===== src/rtl/ac97_frame_tx.sv =====
// AC'97 serial frame transmitter: 256-bit frames, tag plus slots 1..4.
// Optional codec command path (slots 1/2) is built when AC97_CMD_EN is defined.
module ac97_frame_tx (
  input  logic        BIT_CLK,
  input  logic        RST_N,
  input  logic        en,
  input  logic [17:0] LEFT_IN,
  input  logic [17:0] RIGHT_IN,
  input  logic        cmd_valid,
  input  logic [6:0]  cmd_addr,
  input  logic [15:0] cmd_data,
  output logic        cmd_ready,
  output logic        SYNC,
  output logic        SDATA_OUT,
  output logic        frame_sig
);

  logic [7:0]   r_cnt;
  logic         r_sync;
  logic         r_sdo;
  logic         r_fsig;
  logic         r_en;
  logic [17:0]  r_left;
  logic [17:0]  r_right;

  logic [7:0]   w_nxt;
  logic         w_wrap;
  logic         w_en;
  logic [17:0]  w_left;
  logic [17:0]  w_right;
  logic         w_cv;
  logic [6:0]   w_ca;
  logic [15:0]  w_cd;
  logic [15:0]  w_tag;
  logic [255:0] w_frame;

  assign w_nxt  = r_cnt + 8'd1;
  assign w_wrap = (r_cnt == 8'hFF);

  // On the wrap edge the frame being started uses the live inputs,
  // which are captured into the snapshot on that same edge.
  assign w_en    = w_wrap ? en       : r_en;
  assign w_left  = w_wrap ? LEFT_IN  : r_left;
  assign w_right = w_wrap ? RIGHT_IN : r_right;

`ifdef AC97_CMD_EN
  logic        r_pend;
  logic [6:0]  r_pa;
  logic [15:0] r_pd;
  logic        r_cv;
  logic [6:0]  r_ca;
  logic [15:0] r_cd;
  logic        w_acc;

  assign cmd_ready = ~r_pend;
  assign w_acc     = cmd_valid & ~r_pend;

  always_ff @(posedge BIT_CLK) begin
    if (!RST_N) begin
      r_pend <= 1'b0;
      r_pa   <= '0;
      r_pd   <= '0;
      r_cv   <= 1'b0;
      r_ca   <= '0;
      r_cd   <= '0;
    end else begin
      if (w_wrap) begin
        r_cv <= r_pend;
        r_ca <= r_pa;
        r_cd <= r_pd;
      end
      if (w_acc) begin
        r_pend <= 1'b1;
        r_pa   <= cmd_addr;
        r_pd   <= cmd_data;
      end else if (w_wrap) begin
        r_pend <= 1'b0;
      end
    end
  end

  assign w_cv = w_wrap ? r_pend : r_cv;
  assign w_ca = w_wrap ? r_pa   : r_ca;
  assign w_cd = w_wrap ? r_pd   : r_cd;
`else
  logic w_unused;

  assign w_unused  = ^{cmd_valid, cmd_addr, cmd_data};
  assign cmd_ready = 1'b0;
  assign w_cv      = 1'b0;
  assign w_ca      = '0;
  assign w_cd      = '0;
`endif

  assign w_tag = {w_en, w_cv, w_cv, w_en, w_en, 11'd0};

  assign w_frame = {
    w_tag,
    1'b0, w_ca, 12'd0,
    w_cd, 4'd0,
    w_left, 2'd0,
    w_right, 2'd0,
    160'd0
  };

  always_ff @(posedge BIT_CLK) begin
    if (!RST_N) begin
      r_cnt   <= 8'hFF;
      r_sync  <= 1'b0;
      r_sdo   <= 1'b0;
      r_fsig  <= 1'b0;
      r_en    <= 1'b0;
      r_left  <= '0;
      r_right <= '0;
    end else begin
      r_cnt  <= w_nxt;
      r_sync <= (w_nxt < 8'd16);
      r_sdo  <= w_frame[~w_nxt];
      r_fsig <= (w_nxt == 8'hFF);
      if (w_wrap) begin
        r_en    <= en;
        r_left  <= LEFT_IN;
        r_right <= RIGHT_IN;
      end
    end
  end

  assign SYNC      = r_sync;
  assign SDATA_OUT = r_sdo;
  assign frame_sig = r_fsig;

endmodule


===== config.mk =====
export PLATFORM = sky130hd
export DESIGN_NAME = ac97_frame_tx
export DESIGN_NICKNAME = d
export VERILOG_FILES = /design/src/rtl/ac97_frame_tx.sv
export SDC_FILE = /design/constraint.sdc
export NUM_CORES = 1
export LEC_CHECK = 0
export ABC_AREA = 1
export CAP_MARGIN = 20
export CORE_MARGIN = 10
export CORE_UTILIZATION = 28
export CTS_BUF_LIST = sky130_fd_sc_hd__clkbuf_8
export CTS_CLUSTER_DIAMETER = 40
export DETAILED_ROUTE_END_ITERATION = 8
export GPL_TIMING_DRIVEN = 0
export PLACE_DENSITY_LB_ADDON = 0.25
export SETUP_SLACK_MARGIN = 0.1
export SYNTH_ARGS = -nofsm -noshare
export SYNTH_HDL_FRONTEND = slang
export SYNTH_SLANG_ARGS = --single-unit

===== constraint.sdc =====
create_clock -name BIT_CLK -period 5.66 [get_ports BIT_CLK]
set_input_delay 0.566 -clock BIT_CLK [delete_from_list [all_inputs] [get_ports BIT_CLK]]
set_output_delay 0.566 -clock BIT_CLK [all_outputs]
set_load 0.03 [all_outputs]

# Yosys cells after proc, flatten, opt, wreduce, memory -nomap -nowiden
# Index checks and enable logic that the tools add are counted.
# totals
reg_bits	48
latchBits	0
ram_bits	0
romBits	0
output_inout_bits	4
wordCells	18
memories	0
# classes
addsub	1
mul	0
n_div	0
order_cmp	2
n_eq_ne	2
shifts	0
mux	5
bitwise_logic	1
reduce_logical	0
# ops
op	count
$mux W18	2
$eq A8 B8 Y1 const B	2
$lt A8 B9 Y1 const B	1
$add A8 B1 Y8 const B	1
$bmux W1 S8	1
$lt A8 B5 Y1 const B	1
$not A8 Y8	1
$mux W1	2

# Depth between registers and ports, before layout
# depth
depth_word	4
depth_mapped	16
depth_no_buf	15

# Worst setup path after synthesis
# No wires, ideal clock.
# synth_timing
path_kind	register -> register
startpoint	register r_cnt[0]
endpoint	register r_sdo (netlist: SDATA_OUT)
t_arrival_ps	1756
setup_slack_ps	3789
path_stages_with_launch	16
path_buffers	1
synth_period_minus_slack_ps	1871
path_cell_list	dfxtp_1 ha_1 nand2_2 nor2_4 nand2_2 buf_2 o21ai_0 nand2_1 nand2_1 inv_1 nand2_1 nand2_1 nand2_1 nand3_1 nand2_1 a21oi_2
# synth_via
elab_chain_cells	4
elab_cells_between_ends	8
cone_classes	1 x add/sub; 1 x eq/ne; 5 x mux; 1 x bitwise
# synth_lines
element	line_no	source
from (decl)	18	logic [7:0] r_cnt;
from (signal assigned)	116	r_cnt <= w_nxt;
$add A8 B1 Y8 / $eq A8 B8 Y1 (equally long branches)	37, 38	
$not A8 Y8 (tied with other cells)	118	r_sdo <= w_frame[~w_nxt];
$bmux W1 S8 (*)	118	
$mux W1 (not written as such) (*)	118	
to (signal assigned)	118	
to (decl)	20	logic r_sdo;
# Mark *: on every way between the ends. The rest lies on a longest branch, timed or not. The select of a mux whose other input is x is not followed.
# A chain may end at the register's enable or synchronous reset.

# Worst setup path after layout
# Same ends and word-level chain as after synthesis.

==> flow_summary.ini <==
[die]
coreArea_um2 = 8134
start_util_pct = 28.49
rows = 33
fp.dieW_um = 111.0
die_y_um = 111.0
dieArea_um2 = 12310
ios = 67

[route]
vias_per_cell = 4.356
drt_iter0_drc = 107
routed_wl_um = 6405
antenna_left = 0
met2_length_um = 2947
wire_per_inst_um = 12.68
firstDrtPassIters = 4
wl_met3_um = 306
highest_layer = met4
drc_errors = 0
wl_met1_um = 3076
via_count = 2200

[outcome]
status = finished clean

[yosys]
synth_cells = 353
synth_top_cell_by_area = dfxtp_1
postSynthAreaPerCell_um2 = 6.564
synthTopCellsByArea = dfxtp_1, nand2_1, inv_1
synth_top_area_share_pct = 41.47
synth_area_um2 = 2317
seq_area_frac_synth_pct = 41.47
synth_nets = 418
ys_warn_count = 0
synth.distinct_cells = 27
ys_ff_latch = 48

[finish]
diodes = 0
final_cell_mix = nand2_1, inv_1, dfxtp_1
fillerInstances = 877
fin_nets = 465
final_common_cell = nand2_1
drive_gt1_share_pct = 5.500
syn_to_final_growth_pct = 27.11
utilization_pct = 36.21

[pwr]
power_density_nw_per_um2 = 375.0
power_w = 0.001105
worst_ir_drop_vdd_v = 0.0001138
p_leak_nw = 1.362

[sta]
rsz0062_at_grt = no
final.min_clock_period_ps = 2386
final_max_slew_viol_count = 0
skew_ps = 3.384
setup_ws_ps = 3274
fmax_mhz = 419.1
tightestPinTransition_ps = 817.7
fin_crit_sh_pct = 42.15
slew-limit-headroom_pct = 45.28
hold_viol = 0
tns_ps = 0
setup_viol = 0
fin_hold_ws_ps = 472.0

[worst_setup_path]
cpLargestDelayFamily = simple AND/OR/NAND/NOR gates
crit_path_max_fanout = 10
cpMostUsedCell = nand2_1
endpoint_kind = flip-flop
reg2reg_depth = 15
critPathKind = reg2reg
worstPathCellList = ha_1 -> nand2_2 -> nor2_4 -> nand2_2 -> buf_2 -> o21ai_0 -> nand2_1 -> nand2_1 -> inv_1 -> nand2_1 -> nand2_1 -> nand2_1 -> nand3_1 -> nand2_1 -> a21oi_2
cpPeakStageDelay_ps = 440
worstPathRequired_ps = 5860
regToRegStartpoint = r_cnt[0]
path_buf_inv = 2
crit_slowest_cell = dfxtp_1
cp-start-kind = flip-flop
reg2reg_slack_ps = 3270
arrival_ps = 2580
r2r_end = SDATA_OUT

[cts]
htree_levels = 2
clock_latency_ps = 290
cts_resized = 0
post_cts_buffers = 0
clock_sink_count = 48
clkTransAtPathRegs_ps = 80
cts_made_buffers = 5
cts_tree = built
cts-root-buf = clkbuf_8
cts_hold_buf = 0
clockBufferDepth = 2

[placement]
portBuffers = 40
routabilityCongestion = 0.8129
hpwl_um = 4835
place_ws_ps = 3326

[grt]
grt_pass1_vias = 2176
grt_pass1_wl_um = 10630
grt_max_degree = 14
antenna_found_initial = 0
globalRouteOverflowTotal = 0
gr-usage-all-layers_pct = 10.54

[min_path]
hp-class = reg2reg
hold_end = r_cnt[0]
whs_path_depth = 1
min_from = r_cnt[0]

[job]
cap_violations = 0
[worst max-delay path by stage]
stage                     slack, ps         to  depth (start not counted)      from
after floorplan                3790  SDATA_OUT                         15  r_cnt[0]
after CTS                      3310  SDATA_OUT                         12  r_cnt[0]
after global routing           3070  SDATA_OUT                         15  r_cnt[0]
after detailed placement       3330  SDATA_OUT                         12  r_cnt[0]
final                          3270  SDATA_OUT                         15  r_cnt[0]
after global placement         3330  SDATA_OUT                         12  r_cnt[0]
[logic make-up after synthesis]
family	count (synthesis)	share of synthesized area (%)
AOI/OAI and AO/OA	44	9.936
xor gates and xnor gates	4	1.512
adders and majority gates	2	1.080
buffers and inverters	68	12.26
DFF	48	41.47
other	1	0.1618
and+or+nand+nor	186	33.59
[synth_stat cells]
master,count
a21oi_1,14
a21oi_2,1
buf_1,1
buf_2,5
buf_4,2
buf_6,2
clkbuf_1,4
clkinv_1,1
conb_1,1
dfxtp_1,48
ha_1,2
inv_1,53
nand2_1,98
nand2_2,2
nand3_1,34
nand3b_1,1
nand4_1,2
nor2_1,42
nor2_4,2
nor3_1,4
nor3b_1,1
o21ai_0,14
o21ai_1,13
o21ai_2,1
o21bai_1,1
xnor2_1,2
xor2_1,2
[layout make-up]
cell class,count,area (um^2),share of cell area (%)
Sequential cell,48,960.9,32.63
Buffer,14,81.33,2.761
Clock buffer,7,96.34,3.271
Tap cell,105,131.4,4.461
Multi-Input combinational cell,237,1072,36.41
Inverter,54,202.7,6.882
Timing Repair Buffer,40,400.4,13.59
[registers in the layout (all words and copies together) (netlist names)]
name	flops
SDATA_OUT	1
frame_sig	1
r_right	18
r_cnt	8
r_en	1
r_left	18
SYNC	1
[worst register-to-register path, cell delays in order, from the launching register on]
cell and delay [ps]:
dfxtp_1 440, ha_1 240, nand2_2 90, nor2_4 240
nand2_2 140, buf_2 200, o21ai_0 330, nand2_1 110
nand2_1 90, inv_1 40, nand2_1 50, nand2_1 40
nand2_1 50, nand3_1 80, nand2_1 100, a21oi_2 50
[stage by stage]
step | cells | cell area (um^2)
2_1_floorplan | 353 | 2317
3_3_place_gp | 498 | 2849
3_5_place_dp | 498 | 2849
4_1_cts | 505 | 2945
5_1_grt | 505 | 2945
6_report | 505 | 2945
[power by group]
part / leakage, nW / total, W / switching, W / internal [W]
logic: 0.918 / 0.000464 / 0.000297 / 0.000167
clock network: 0.0503 / 0.000219 / 0.000110 / 0.000109
registers: 0.393 / 0.000422 / 0.0000204 / 0.000402
[layer usage]
layer	vias up	GRT usage, %
li1	1180	-
met1	968	13.54
met2	47	16.86
met3	5	2.219
met4	0	3.819
met5	-	0
No activity file was read; power rests on OpenSTA's default activity.
